## config.mk

```make
export PLATFORM = sky130hd
export DESIGN_NAME = mole_autoplayer_flat
export DESIGN_NICKNAME = d
export VERILOG_FILES = /design/src/rtl/mole_autoplayer_if.sv /design/src/rtl/mole_autoplayer.sv /design/src/flat_wrapper.sv
export SDC_FILE = /design/constraint.sdc
export NUM_CORES = 1
export LEC_CHECK = 0
export ABC_AREA = 1
export BUFFER_PORTS_ARGS = -buffer_cell sky130_fd_sc_hd__buf_2
export CAP_MARGIN = 10
export CORE_UTILIZATION = 60
export CTS_CLUSTER_SIZE = 20
export DETAILED_ROUTE_END_ITERATION = 12
export PLACE_DENSITY = 0.9
export SYNTH_ARGS = -nofsm -noshare
export SYNTH_HDL_FRONTEND = slang
export SYNTH_SLANG_ARGS = --single-unit
```

## constraint.sdc

```tcl
create_clock -name clk -period 4.3 [get_ports clk]
set_clock_uncertainty 0.2 [all_clocks]
set_input_delay 0.215 -clock clk [delete_from_list [all_inputs] [get_ports clk]]
set_output_delay 0.215 -clock clk [all_outputs]
set_load 0.005 [all_outputs]
```

## src/rtl/mole_autoplayer_if.sv

```systemverilog
// Mole/button bundle between the whack-a-mole core side and the autoplayer.
// The master side (core or bench) drives enable and mole levels; the slave side is the player.
interface mole_autoplayer_if #(
   parameter int unsigned CNT_W = 4
) ();
   logic             enable;
   logic             mo1;
   logic             mo2;
   logic             mo3;
   logic             mo4;
   logic             in1;
   logic             in2;
   logic             in3;
   logic             in4;
   logic [CNT_W-1:0] hits;
   logic [CNT_W-1:0] misses;
   logic             busy;

   modport master (
      output enable, mo1, mo2, mo3, mo4,
      input  in1, in2, in3, in4, hits, misses, busy
   );

   modport slave (
      input  enable, mo1, mo2, mo3, mo4,
      output in1, in2, in3, in4, hits, misses, busy
   );
endinterface

```

## src/rtl/mole_autoplayer.sv

```systemverilog
// Whack-a-mole autoplayer: targets the lowest raised mole and pulses its button after a reaction delay.
// Optional macro MOLE_AUTOPLAYER_BOUNCE_EN prefixes each press with a 1,0,1,0 contact-bounce burst.
module mole_autoplayer #(
   parameter int unsigned REACT_CYCLES = 3,
   parameter int unsigned PRESS_CYCLES = 4,
   parameter int unsigned CNT_W        = 4
) (
   input  logic            clk,
   input  logic            rst,
   mole_autoplayer_if.slave bus
);

   localparam int unsigned TMR_W = 9;
`ifdef MOLE_AUTOPLAYER_BOUNCE_EN
   localparam int unsigned BURST_CYCLES = 4;
`else
   localparam int unsigned BURST_CYCLES = 0;
`endif
   localparam logic [TMR_W-1:0] REACT_LOAD = TMR_W'(REACT_CYCLES - 1);
   localparam logic [TMR_W-1:0] PRESS_LOAD = TMR_W'(PRESS_CYCLES + BURST_CYCLES - 1);
   localparam logic [CNT_W-1:0] CNT_MAX    = '1;

   typedef enum logic [1:0] {
      S_IDLE    = 2'd0,
      S_WAIT    = 2'd1,
      S_PRESS   = 2'd2,
      S_RELEASE = 2'd3
   } state_e;

   state_e           state_q,  state_d;
   logic [TMR_W-1:0] timer_q,  timer_d;
   logic [1:0]       target_q, target_d;
   logic [3:0]       press_q,  press_d;
   logic [CNT_W-1:0] hits_q,   hits_d;
   logic [CNT_W-1:0] misses_q, misses_d;
   logic             busy_q,   busy_d;

   logic [3:0] mo_c;
   logic [1:0] lowest_c;
   logic       mo_tgt_c;

   assign mo_c     = {bus.mo4, bus.mo3, bus.mo2, bus.mo1};
   assign mo_tgt_c = mo_c[target_q];

   // mo1 has the highest priority
   always_comb begin
      lowest_c = 2'd3;
      if (mo_c[0])      lowest_c = 2'd0;
      else if (mo_c[1]) lowest_c = 2'd1;
      else if (mo_c[2]) lowest_c = 2'd2;
   end

   always_comb begin
      state_d  = state_q;
      timer_d  = timer_q;
      target_d = target_q;
      press_d  = press_q;
      hits_d   = hits_q;
      misses_d = misses_q;
      unique case (state_q)
         S_IDLE: begin
            if (bus.enable && (mo_c != 4'd0)) begin
               target_d = lowest_c;
               timer_d  = REACT_LOAD;
               state_d  = S_WAIT;
            end
         end
         S_WAIT: begin
            if (!mo_tgt_c) begin
               misses_d = (misses_q == CNT_MAX) ? misses_q : misses_q + CNT_W'(1);
               state_d  = S_IDLE;
            end else if (timer_q == '0) begin
               press_d = 4'b0001 << target_q;
               hits_d  = (hits_q == CNT_MAX) ? hits_q : hits_q + CNT_W'(1);
               timer_d = PRESS_LOAD;
               state_d = S_PRESS;
            end else begin
               timer_d = timer_q - TMR_W'(1);
            end
         end
         S_PRESS: begin
            if (timer_q == '0) begin
               press_d = '0;
               state_d = S_RELEASE;
            end else begin
               timer_d = timer_q - TMR_W'(1);
`ifdef MOLE_AUTOPLAYER_BOUNCE_EN
               // Burst cycles 1 and 3 of the press window are the low bounces
               if ((timer_q == PRESS_LOAD) || (timer_q == PRESS_LOAD - TMR_W'(2)))
                  press_d = '0;
               else
                  press_d = 4'b0001 << target_q;
`endif
            end
         end
         S_RELEASE: begin
            if (!mo_tgt_c) state_d = S_IDLE;
         end
         default: state_d = S_IDLE;
      endcase
      busy_d = (state_d != S_IDLE);
   end

   always_ff @(posedge clk) begin
      if (rst) begin
         state_q  <= S_IDLE;
         timer_q  <= '0;
         target_q <= '0;
         press_q  <= '0;
         hits_q   <= '0;
         misses_q <= '0;
         busy_q   <= 1'b0;
      end else begin
         state_q  <= state_d;
         timer_q  <= timer_d;
         target_q <= target_d;
         press_q  <= press_d;
         hits_q   <= hits_d;
         misses_q <= misses_d;
         busy_q   <= busy_d;
      end
   end

   assign bus.in1    = press_q[0];
   assign bus.in2    = press_q[1];
   assign bus.in3    = press_q[2];
   assign bus.in4    = press_q[3];
   assign bus.hits   = hits_q;
   assign bus.misses = misses_q;
   assign bus.busy   = busy_q;

endmodule

```

## src/flat_wrapper.sv

```systemverilog
// flat-port wrapper written by rule: the top's interface ports become plain ports
module mole_autoplayer_flat 
#(
   parameter int unsigned REACT_CYCLES = 3,
   parameter int unsigned PRESS_CYCLES = 4,
   parameter int unsigned CNT_W        = 4
)
  (clk, rst, bus_enable, bus_mo1, bus_mo2, bus_mo3, bus_mo4, bus_in1, bus_in2, bus_in3, bus_in4, bus_hits, bus_misses, bus_busy);
  mole_autoplayer_if #(.CNT_W(CNT_W)) bus_i ();
  input  logic clk;
  input  logic rst;
  input wire logic [$bits(bus_i.enable)-1:0] bus_enable;
  input wire logic [$bits(bus_i.mo1)-1:0] bus_mo1;
  input wire logic [$bits(bus_i.mo2)-1:0] bus_mo2;
  input wire logic [$bits(bus_i.mo3)-1:0] bus_mo3;
  input wire logic [$bits(bus_i.mo4)-1:0] bus_mo4;
  output wire logic [$bits(bus_i.in1)-1:0] bus_in1;
  output wire logic [$bits(bus_i.in2)-1:0] bus_in2;
  output wire logic [$bits(bus_i.in3)-1:0] bus_in3;
  output wire logic [$bits(bus_i.in4)-1:0] bus_in4;
  output wire logic [$bits(bus_i.hits)-1:0] bus_hits;
  output wire logic [$bits(bus_i.misses)-1:0] bus_misses;
  output wire logic [$bits(bus_i.busy)-1:0] bus_busy;
  assign bus_i.enable = bus_enable;
  assign bus_i.mo1 = bus_mo1;
  assign bus_i.mo2 = bus_mo2;
  assign bus_i.mo3 = bus_mo3;
  assign bus_i.mo4 = bus_mo4;
  assign bus_in1 = bus_i.in1;
  assign bus_in2 = bus_i.in2;
  assign bus_in3 = bus_i.in3;
  assign bus_in4 = bus_i.in4;
  assign bus_hits = bus_i.hits;
  assign bus_misses = bus_i.misses;
  assign bus_busy = bus_i.busy;
  mole_autoplayer #(.REACT_CYCLES(REACT_CYCLES), .PRESS_CYCLES(PRESS_CYCLES), .CNT_W(CNT_W)) u_core (.clk(clk), .rst(rst), .bus(bus_i));
endmodule
```

==> results.md <==
* Starting density of the core at 64.6%
* Core region area at 2520 um^2
* Part of the total power dissipated in sequential elements at about 27%
* Layout fillers at 220
* # clock sinks at 26
* Setup TNS after final layout at 0 ns
* Area of the multi-input gates at 966 um^2
* Buffer levels on the longest clock path at 2
* Number of slew-limit violations in the final report at 0
* Final RePlAce weighted congestion at a little over 0.9
* Flip-flop and latch count after synthesis at 26
* Class of the worst hold path: in -> reg
* Mapped Nets at roughly 260
* Net total in the final layout at ~280
* Unrepaired setup endpoints after global routing: false
* Slowest cell on the critical path: dfxtp_1
* Pin slew with the least headroom to its limit at 0.368 ns
* Critical path class: reg -> reg
* Final-report hold violation count at 0
* Synth-to-layout area growth at 10.7%
* Static Leakage at approximately 0.00087 uW
* Final global-route overflow total at 0
* Wire length of the first global-routing pass at around 5.1 mm
* Cell class contributing the biggest share of worst-path delay: simple AND/OR/NAND/NOR gates
* Aggregate global-route resource usage at approximately a quarter
* Final antenna-violating net count at 0
* TritonCTS clock tree: yes
* Clock transition at the registers of the reported paths at ~0.15 ns
* Overall routed net length at 3.32 mm
* 1st-iter DRT viols at 31
* Post-DP HPWL at 2.55 mm
* Number of levels the H-tree was split into at 1
* Buffering stage count on the worst path with inverters included at 1
* Compound-cell area share of the yosys netlist at 9.13%
* Critical Path Source Type: register
* Number of rows in the core area at 18
* Height of the die at ~54 um
* Cells along the critical path: inv_1, ha_1, nand3_1, nand2_2, nor2_4, o21ai_0, nand2_1, nor2_1
* CTS-repair resized insts at 0
* Run status: complete, no violations
* Finished layout cell area at between 1500 and 2000 um^2
* Multiplexer area fraction after synthesis at 0%
* Port bufs at 19
* Initial antenna violation count at 0
* Adder-cell share of the synthesized area at 7.67%
* Most frequent cells in the layout: nand2_1 (59), nor2_1 (28), nand3_1 (27)
* Simple-gate portion of the synthesized area at approximately two fifths
* Worst-Skew Late Latency at about 0.33 ns
* XOR/XNOR Fraction of Synth Area at around 1.6%
* Clock network fraction of design power at around an eighth
* Antenna cell count at 0
* Post-Syn Instances at roughly 240
* Power density normalized to cell area at between 700 and 800 nW/um^2
* Drt wl/cell at around 11 um
* Total die area at 2930 um^2
* Final min period at 2.08 ns
* Average cell area after synthesis at 6.68 um^2
* Critical Path Fanout Max at 14
* Vias in the first global route at 1274
* Cell area after placement at approximately 1700 um^2
* Maximum Capacitance Violations at 0
* Count of synthesis-stage warnings from yosys at 0
* Top Ports at 20
* Worst path required time at roughly 4.3 ns
* Leading cell type in the layout, fill and taps excluded: nand2_1
* Die outline width at 54.1 um
* Vias at approximately 1600
* Clock buffers created by TritonCTS at 3
* Remaining max-slew budget at the tightest pin at ~75%
* Maximum number of pins on one net before global-route repair at 16
* Number of distinct library cells after synthesis at 26
* Arrival time at the worst endpoint at roughly 2.1 ns
* Peak per-stage delay on the critical path at between 0.4 and 0.5 ns
* Number of DRC violations after detailed routing at 0
* Routed vias/inst at roughly 5.3
* Max Freq at ~0.48 GHz
* Sequential cell area fraction in the yosys report at between 30% and 40%
* Share of the cycle needed by the critical path after routing at just under 50%
* FF/Latch Area at roughly 520 um^2
* Worst supply voltage drop on vdd at around 0.64 mV
* Initial DRT Pass Iterations at 4
* Number of setup violations in the final report at 0
* Main combinational cell family by area after synthesis: simple AND/OR/NAND/NOR gates
* Fraction of power spent switching nets at between 40 and 50%
* Post-synthesis instance area at ~1600 um^2
* Total net switching power at slightly below 700 uW
* Share of the core filled with cells at a little over 70%
* Fraction of layout cells with a size suffix above 1 at around 17%
* Crit. End Element: register
* Combinational power share at roughly three fifths
* Clock root cell: clkbuf_4
* Power Internal at around 690 uW
[per-stage QoR]
stage                     worst slack, ns  hold WS, ns  total power (uW)  cells
after floorplan                      2.52        0.226              1040    244
after global placement               2.37        0.259              1170    288
after detailed placement             2.26        0.269              1190    288
after CTS                            2.22     0.000761              1360    294
after global routing                 2.02       0.0253              1500    294
final                                2.22       0.0133              1370    294
[state kept, by name, summed over array words and instances (netlist names)]
signal	count
u_core.bus.busy	1
u_core.bus.hits	4
u_core.bus.misses	4
u_core.press_q	4
u_core.state_q	2
u_core.target_q	2
u_core.timer_q	9
[power groups by stage]
| stage | Clock, uW | Combinational, uW | Sequential [uW] |
|---|---|---|---|
| floorplan | 0 | 677 | 366 |
| global placement | 0 | 803 | 371 |
| detailed placement | 0 | 819 | 372 |
| CTS | 173 | 822 | 368 |
| global route | 180 | 941 | 379 |
| finish | 170 | 832 | 369 |
[worst register-to-register path, stage by stage, from the launching register on]
cell,delay (ns)
dfxtp_1,0.45
inv_1,0.14
ha_1,0.32
nand3_1,0.17
nand2_2,0.08
nor2_4,0.27
o21ai_0,0.14
nand2_1,0.15
nor2_1,0.07
[final cells by class]
cell class / count / share of cell area (%)
Clock buffer: 3 / 1.25
Clock inverter: 1 / 1.66
Inverter: 30 / 6.24
Multi-Input combinational cell: 183 / 53.5
Sequential cell: 26 / 28.8
Tap cell: 30 / 2.08
Timing Repair Buffer: 21 / 6.38
[routing by layer]
layer / GRT usage (%) / wire length [um] / vias to the layer above
li1: - / - / 827
met2: 43.9 / 1570 / 33
met5: 0 / 0 / -
met1: 28.8 / 1590 / 694
met3: 5.93 / 130 / 4
met4: 5.13 / 28 / 0
[worst paths after layout]
check	start	to	slack (ns)	cells past startpoint
hold / removal	bus_mo1	u_core.target_q[1]	0.01	4
hold reg to reg	u_core.press_q[3]	u_core.press_q[3]	0.29	2
setup reg to reg	u_core.state_q[0]	u_core.timer_q[6]	2.22	8
setup / recovery	u_core.state_q[0]	u_core.timer_q[6]	2.22	8
[cell families after synthesis]
| kind of cell | after synthesis |
|---|---|
| adder cells (fa/ha/maj) | 10 |
| AND/OR/NAND/NOR | 141 |
| flip-flops | 26 |
| AO/OA/AOI/OAI | 29 |
| XOR/XNOR | 3 |
| buffers and inverters | 35 |
[timing repair]
action / in CTS / in global routing
hold endpoints to repair: 9 / 0
hold buffers: 2 / 0
buffers inserted: 0 / 0
[cells in the mapped netlist]
master,n,area [um^2]
nor3_1,4,20.0
o21ai_0,10,50.1
nor3_4,1,16.3
buf_4,1,7.51
buf_2,1,5.00
nand2_4,1,11.3
a31oi_1,1,6.26
nor2_1,28,105
dfxtp_1,26,521
buf_6,1,11.3
inv_1,25,93.8
inv_2,5,18.8
a211oi_1,1,7.51
nor2_2,3,18.8
nand3_2,1,10.0
nor2_4,2,22.5
ha_1,10,125
nand2_2,8,50.1
nand4_1,6,37.5
nand3_1,27,135
clkbuf_1,2,7.51
o21ai_1,2,10.0
nand3_4,1,17.5
a21oi_1,15,75.1
nand2_1,59,221
xor2_1,3,26.3
No activity file was read; power rests on OpenSTA's default activity.
